[src/rtl/fanin_merge_pkg.sv]
// Shared types and helpers for the fan-in round-robin merge.
package fanin_merge_pkg;

  localparam int DEF_NUM_IN = 6;
  localparam int DEF_DATA_W = 17;
  // Control-token flag position for the default word width.
  localparam int CTRL_BIT   = DEF_DATA_W - 1;
  // Widest fan-in the arbiter helper supports.
  localparam int MAX_IN     = 16;

  typedef enum logic {
    IDLE   = 1'b0,
    LOCKED = 1'b1
  } state_t;

  typedef struct packed {
    logic       found;
    logic [3:0] idx;
  } pick_t;

  // First set bit of req at or after ptr, wrapping modulo n.
  function automatic pick_t rr_pick(input logic [MAX_IN-1:0] req,
                                    input logic [3:0]        ptr,
                                    input int                n);
    pick_t      r;
    int         j;
    logic [3:0] jj;
    r = '0;
    for (int k = 0; k < MAX_IN; k++) begin
      j = int'(ptr) + k;
      if (j >= n) j = j - n;
      jj = j[3:0];
      if ((k < n) && !r.found && req[jj]) begin
        r.found = 1'b1;
        r.idx   = jj;
      end
    end
    return r;
  endfunction

endpackage

[src/rtl/fanin_skid_buf.sv]
// Two-entry registered FIFO. Head entry drives dout directly so the output
// is always a flop; a full buffer still accepts when it drains that cycle.
module fanin_skid_buf #(
  parameter int W = 8
) (
  input  logic         clk,
  input  logic         rst_n,
  input  logic         flush,
  input  logic         push,
  input  logic [W-1:0] din,
  input  logic         out_ready,
  output logic         space,
  output logic         valid,
  output logic [W-1:0] dout
);

  logic [1:0]   count;
  logic [W-1:0] head;
  logic [W-1:0] tail;
  logic         pop;

  assign pop   = (count != 2'd0) && out_ready;
  assign space = (count != 2'd2) || out_ready;
  assign valid = (count != 2'd0);
  assign dout  = head;

  // Head/tail storage and occupancy; flush wins over push and pop.
  always_ff @(posedge clk or negedge rst_n) begin
    if (!rst_n) begin
      count <= 2'd0;
      head  <= '0;
      tail  <= '0;
    end else if (flush) begin
      count <= 2'd0;
    end else begin
      case (count)
        2'd0: begin
          if (push) begin
            head  <= din;
            count <= 2'd1;
          end
        end
        2'd1: begin
          if (push && pop) begin
            head <= din;
          end else if (push) begin
            tail  <= din;
            count <= 2'd2;
          end else if (pop) begin
            count <= 2'd0;
          end
        end
        2'd2: begin
          if (pop) begin
            head <= tail;
            if (push) tail <= din;
            else      count <= 2'd1;
          end
        end
        default: count <= 2'd0;
      endcase
    end
  end

endmodule

[src/rtl/fanin_rr_merge.sv]
// Fan-in merge: round-robin arbitration over eligible inputs, locked onto one
// source until it sends a control token, feeding a 2-entry output buffer.
// Build option FANIN_DROP_UNSEL_EN: enabled-but-unselected inputs are held
// ready and their words discarded instead of back-pressuring.
//
// Handshake: a word moves when valid & ready are both high at a rising edge;
// valid never waits on ready, ready may depend on valid.
module fanin_rr_merge
  import fanin_merge_pkg::*;
#(
  parameter  int NUM_IN = DEF_NUM_IN,
  parameter  int DATA_W = DEF_DATA_W,
  localparam int SRC_W  = $clog2(NUM_IN)
) (
  input  logic                     clk,
  input  logic                     rst_n,
  input  logic [NUM_IN-1:0]        cfg_en,
  input  logic [NUM_IN-1:0]        cfg_sel,
  input  logic                     flush,
  input  logic [NUM_IN-1:0]        in_valid,
  input  logic [NUM_IN*DATA_W-1:0] in_data,
  output logic [NUM_IN-1:0]        in_ready,
  output logic                     out_valid,
  output logic [DATA_W-1:0]        out_data,
  output logic [SRC_W-1:0]         out_src,
  input  logic                     out_ready,
  output state_t                   dbg_state
);

  localparam int CTRL  = DATA_W - 1;
  localparam int BUF_W = SRC_W + DATA_W;

  state_t              state;
  logic [SRC_W-1:0]    rr_ptr;
  logic [SRC_W-1:0]    lock_src;
  logic [SRC_W-1:0]    gnt;
  logic [NUM_IN-1:0]   elig;
  logic [NUM_IN-1:0]   req;
  pick_t               pick;
  logic                gnt_ok;
  logic                lock_lost;
  logic                space;
  logic                accept;
  logic [DATA_W-1:0]   gnt_word;
  logic [BUF_W-1:0]    buf_dout;

  assign elig      = cfg_en & cfg_sel;
  assign req       = elig & in_valid;
  assign dbg_state = state;

  function automatic logic [SRC_W-1:0] ptr_after(input logic [SRC_W-1:0] s);
    return (int'(s) == NUM_IN - 1) ? '0 : s + 1'b1;
  endfunction

  // Grant selection and per-input ready.
  always_comb begin
    pick      = rr_pick(MAX_IN'(req), 4'(rr_ptr), NUM_IN);
    lock_lost = (state == LOCKED) && !elig[lock_src];
    if (state == LOCKED) begin
      gnt    = lock_src;
      gnt_ok = req[lock_src];
    end else begin
      gnt    = pick.idx[SRC_W-1:0];
      gnt_ok = pick.found;
    end
    gnt_word = in_data[int'(gnt)*DATA_W +: DATA_W];
    accept   = gnt_ok && space && !flush && !lock_lost;
    in_ready = '0;
    if (!flush && !lock_lost) begin
      if (state == LOCKED) in_ready[lock_src] = space;
      else if (gnt_ok)     in_ready[gnt]      = space;
    end
`ifdef FANIN_DROP_UNSEL_EN
    if (!flush) in_ready = in_ready | (cfg_en & ~cfg_sel);
`endif
  end

  // Arbitration FSM: lock on a plain word, release on a control token.
  always_ff @(posedge clk or negedge rst_n) begin
    if (!rst_n) begin
      state    <= IDLE;
      rr_ptr   <= '0;
      lock_src <= '0;
    end else if (flush) begin
      state  <= IDLE;
      rr_ptr <= '0;
    end else begin
      case (state)
        IDLE: begin
          if (accept) begin
            rr_ptr <= ptr_after(gnt);
            if (!gnt_word[CTRL]) begin
              state    <= LOCKED;
              lock_src <= gnt;
            end
          end
        end
        LOCKED: begin
          if (lock_lost) begin
            state <= IDLE;
          end else if (accept && gnt_word[CTRL]) begin
            state  <= IDLE;
            rr_ptr <= ptr_after(lock_src);
          end
        end
        default: state <= IDLE;
      endcase
    end
  end

  fanin_skid_buf #(.W(BUF_W)) u_buf (
    .clk       (clk),
    .rst_n     (rst_n),
    .flush     (flush),
    .push      (accept),
    .din       ({gnt, gnt_word}),
    .out_ready (out_ready),
    .space     (space),
    .valid     (out_valid),
    .dout      (buf_dout)
  );

  assign out_src  = buf_dout[BUF_W-1:DATA_W];
  assign out_data = buf_dout[DATA_W-1:0];

endmodule

[config.mk]
export PLATFORM = sky130hd
export DESIGN_NAME = fanin_rr_merge
export DESIGN_NICKNAME = d
export VERILOG_FILES = /design/src/rtl/fanin_merge_pkg.sv /design/src/rtl/fanin_skid_buf.sv /design/src/rtl/fanin_rr_merge.sv
export SDC_FILE = /design/constraint.sdc
export NUM_CORES = 1
export LEC_CHECK = 0
export BUFFER_PORTS_ARGS = -buffer_cell sky130_fd_sc_hd__buf_2
export CORE_ASPECT_RATIO = 0.6
export CORE_MARGIN = 2
export CORE_UTILIZATION = 30
export CTS_BUF_LIST = sky130_fd_sc_hd__clkbuf_8
export DETAILED_ROUTE_END_ITERATION = 8
export SETUP_SLACK_MARGIN = 0.05
export SLEW_MARGIN = 25
export SYNTH_ARGS = -nofsm -noshare
export SYNTH_HDL_FRONTEND = slang
export SYNTH_SLANG_ARGS = --single-unit
[constraint.sdc]
create_clock -name clk -period 5.42 [get_ports clk]
set_input_delay 1.084 -clock clk [delete_from_list [all_inputs] [get_ports clk]]
set_output_delay 1.084 -clock clk [all_outputs]
set_load 0.1 [all_outputs]
# Word-level counts from Yosys, hierarchy flattened
# Cells that the tools add are included.
# classes
n_eq_ne	17
reduce_logical	33
order_cmp	16
addsub	13
n_mul	1
mux	66
shift	1
bitwise	7
# ops
operator	count
$mux 20	6
$shiftx 102x9->17	1
$pmux 20 s3	1
$pmux 20 s2	1
$lt 4x5->1 const B	6
$mux 5	6
$and 6x6->6	4
$bmux 1 s4	6
$mux 4	6
$mux 3	7
$ge 4x3->1 const B	5
$sub 4x3->4 const B	5
$mux 6	3
$mux 1	16
$logic_and 1x1->1	15
$ne 3x3->1 const B	5
$mux 2	7
$reduce_and 5->1	2
$add 3x2->4 const B	2
$add 3x3->4 const B	2
$logic_not 1->1	8
$lt 3x4->1 const B	2
$mul 3x5->8 const B	1
$reduce_and 4->1	2
23 further kinds	35
# word_totals
inputBits	124
regBits	49
elab_cells	160
output_inout_bits	28

# Longest topological paths before layout
# depth
ltp_word	29
ltp_mapped	19
mapped_depth_nobuf	17

# Cells and area by module
# A second synthesis with hierarchy kept.
# hier_totals
cells_unflattened	523
hier_area_um2	4934.7
# modules_own_cells
module	seq_area_each_um2	area_per_inst_um2	cells_each	instances
fanin_rr_merge	175.2	2964.1	395	1
fanin_skid_buf	1051.0	1970.6	128	1

# Worst setup path before layout
# OpenSTA, ideal clock, no wires.
# synth_timing
path_type	register -> output
start	register rr_ptr[1]
end	output in_ready[5]
slack_ns	-1.709
path_buffers	4
stages_incl_launch_ff	17
t_required_ns	4.336
arrival_ns	6.045
path_cell_list	dfrtp_1 > inv_1 > ha_1 > buf_2 > inv_1 > ha_1 > a21oi_1 > o32ai_1 > o21ai_0 > a211o_1 > or3_1 > buf_2 > o21ai_1 > o22ai_1 > clkbuf_1 > clkbuf_1 > o32ai_1
# synth_via
elab_chain_cells	29
word_cells_on_any_way	62
# synth_lines
element	line_no	source
from (decl)	fanin_rr_merge.sv:34	logic [SRC_W-1:0] rr_ptr;
from (signal assigned)	fanin_rr_merge.sv:91	rr_ptr <= ptr_after(gnt);
from (signal assigned)	fanin_rr_merge.sv:103	rr_ptr <= ptr_after(lock_src);
parallel branches: the longest is 19 deep, another holds $add 3x1->4	--	
$mux 5 (*)	fanin_merge_pkg.sv:33	if ((k < n) && !r.found && req[jj]) begin
$mux 3	fanin_rr_merge.sv:59	if (state == LOCKED) begin
$lt 3x4->1 (not written as such) or $ge 3x1->1 (tied branches)	fanin_rr_merge.sv:71	else if (gnt_ok) in_ready[gnt] = space;
$logic_and 1x1->1 (not written as such)	fanin_rr_merge.sv:71	
$mux 1 (not written as such)	fanin_rr_merge.sv:71	
$demux 1 s3	fanin_rr_merge.sv:71	
$and 6x6->6 (no source line)	--	
$mux 6 (*)	fanin_rr_merge.sv:71	
$mux 6 (*)	fanin_rr_merge.sv:70	if (state == LOCKED) in_ready[lock_src] = space;
$mux 6 (*)	fanin_rr_merge.sv:69	if (!flush && !lock_lost) begin
to (decl)	fanin_rr_merge.sv:22	output logic [NUM_IN-1:0] in_ready,
# Every way passes the cells marked *. The select of a mux whose other input is x is not followed.

# Worst setup path in the final report
# layout_timing
start	register rr_ptr[1]
end	output in_ready[0]
# The elaborated chain is that of the path after synthesis.

==> out/qor.txt <==
Distinct cells, synth: 69
Mean Syn Cell Area: 8.10 µm²
core area: 15300 µm²
vias: 5024
initial DRC count: 398
mean routed wirelength per cell: 17.7 µm
vias per inst: 5.33
Hold WC Path Type: flip-flop to flip-flop
type of the worst setup path: flip-flop to output port
share of post-route cells with drive strength above 1: 34.1%
status: finished clean
Rows: 35
minimum clock period: 5.18 ns
Hold Startpoint: u_buf.dout[18]$_DFFE_PN0P_
crit path DAT: 4.10 ns
synth top area cells: dfrtp_1, mux2i_1, a21oi_1, nand2_1, ha_1
die area: 16700 µm²
GP Congestion: 0.935
H-tree lvl count: 2
latest clock arrival within the worst-skew pair: 0.31 ns
dpl hpwl: 13.3 mm
global-route wire length before repair: 25.1 mm
diodes inserted: 0
Fin. Hold Viols: 0
worst slew pin tran: 0.801 ns
Die Y: 101 µm
drt drc: 0
clk slew on worst S/H paths: 0.09 ns
max-slew violations: 0
largest net degree at the start of global routing: 50
total CTS buffers: 5
root buffer cell: clkbuf_8
most frequent cells in the layout: buf_2, mux2i_1, nand2_1
Post-synth EDFFs: 0
post-synth net total: 716
Critical Path, Cell by Cell: buf_4 > ha_1 > xnor2_2 > inv_2 > ha_1 > or3_1 > o211ai_1 > a32o_1 > buf_4 > nor2_1 > and2_1 > a32oi_1 > o21bai_1 > buf_4 > nand4b_1 > o31ai_1 > buf_12
Hold WS: 0.503 ns
Max transition margin: 46.4%
IO Count: 152
slowest CP cell: dfrtp_2
I/O Buffers: 151
RSZ-0062 raised after global routing: false
async set-reset flop share out of synthesis: 100%
DRT Pass-1 Iters: 5
total routed wirelength: 16.7 mm
vias in the first global route: 4449
Critical Path Start Type: flip-flop
initial antenna violation count: 0
Top cell by count, worst path: buf_4
Critical Path End Type: output port
final setup fails: 0
worst-path maximum fanout: 8
fin crit share: 95.7%
share of the synthesized area in the top cell type: 26.2%
max_cap viols: 0
grt total ovfl: 0
CTS tree: built
synthesis-stage register bit count: 49
Max clock buf depth: 2
synthesized area: 4680 µm²
GR Util All Layers: 19.4%
Synth area leader: dfrtp_1
fmax: 0.193 GHz
Layout Nets: 876
CP startpoint: rr_ptr[1]$_DFFE_PN0P_
Critical Path RT: 4.34 ns
DRT antenna net count: 0
Worst path top cell family by delay: compound AO/OA/AOI/OAI gates
Die W: 165 µm
Post-Syn Instances: 578
Most used DFF post-synth: dfrtp_1
Ys Warns: 0
Layout area overhead: 32.2%
WP buf/inv: 5
final core occ: 40.5%
R2R Path Start: rr_ptr[1]$_DFFE_PN0P_
sequential element share of the synthesized area: 26.2%
Initial Utilization: 30.6%
Setup Skew: 0.0122 ns
CTS Sinks: 49
slowest cell delay on critical path: 0.43 ns
most common cell after layout, fill and taps aside: buf_2
## registers in the layout, summed over array words and instances (netlist names)
name         cells
u_buf.dout      20
u_buf.tail      20
lock_src         3
rr_ptr           3
u_buf.count      2
dbg_state        1
## what timing repair did
| action | CTS | global route |
|---|---|---|
| hold buffers | 0 | 0 |
| pin swaps | 0 | 1 |
| endpoints found under the setup margin | 2 | 6 |
| gates resized for setup | 1 | 16 |
| buffers inserted | 0 | 1 |
## final timing paths
kind | to | slack, ns | cells after the start
setup / recovery | in_ready[0] | 0.24 | 17
hold / removal | u_buf.dout[18]$_DFFE_PN0P_ | 0.50 | 2
setup reg to reg | rr_ptr[1]$_DFFE_PN0P_ | 0.66 | 18
hold reg to reg | u_buf.dout[18]$_DFFE_PN0P_ | 0.50 | 2
max in group asynchronous | rr_ptr[1]$_DFFE_PN0P_ | 4.07 | 2
min in group asynchronous | u_buf.dout[9]$_DFFE_PN0P_ | 0.88 | 2
## routing by layer
metal	global-route usage, %	share of wire, %	vias up
met5	0	0	-
met4	1.27	0.16	0
met3	4.03	7.4	2
met2	23.4	38	142
met1	34.2	54	2394
li1	-	-	2486
## tightest hold or removal path, delay by kind of cell, from the launching register on
kind	cells	cell delay, ns
flops	1	0.36
simple gates	1	0.05
compound gates	1	0.06
## cells in the mapped netlist (all sizes together) (4+ instances only)
cell / number
mux2i: 69
a21oi: 63
nand2: 63
dfrtp: 49
nor2: 47
o21ai: 37
and3: 22
clkbuf: 22
nand3: 15
ha: 14
nor3: 14
inv: 13
buf: 12
a221oi: 11
mux2: 8
nand2b: 7
nor2b: 7
a21o: 6
nand4: 6
o211ai: 5
o32ai: 5
or2: 5
a2111oi: 4
a211oi: 4
a31oi: 4
a32oi: 4
or3: 4
## final cells by class
class / instances / area (µm²)
clock buffer: 5 / 68.8
clock inverter: 3 / 21.3
fill: 1564 / 9090
inverter: 14 / 56.3
multi-input combinational: 481 / 3420
sequential: 49 / 1230
tap: 203 / 254
timing repair buffer: 187 / 1140
## stage by stage
stage,instance area [µm²],setup WS (ns),TNS [ns],cells
floorplan,4780,-0.463,-0.729,578
global placement,6010,0.318,0,933
detailed placement,6010,0.269,0,933
CTS,6100,0.0898,0,941
global route,6190,0.0420,0,942
finish,6190,0.235,0,942
## cell families after synthesis
| family | after synthesis | synth area share [%] |
|---|---|---|
| AND/OR/NAND/NOR | 205 | 21.4 |
| AO/OA/AOI/OAI | 179 | 25.4 |
| multiplexers | 80 | 18.1 |
| flip-flops | 49 | 26.2 |
| buffers and inverters | 48 | 4.17 |
| adder cells (fa/ha/maj) | 14 | 3.74 |
| XOR/XNOR | 3 | 0.882 |
Power is left out: the tool's default activity adds up to more than one toggle a clock period on the data nets, which glitch-free logic cannot reach.
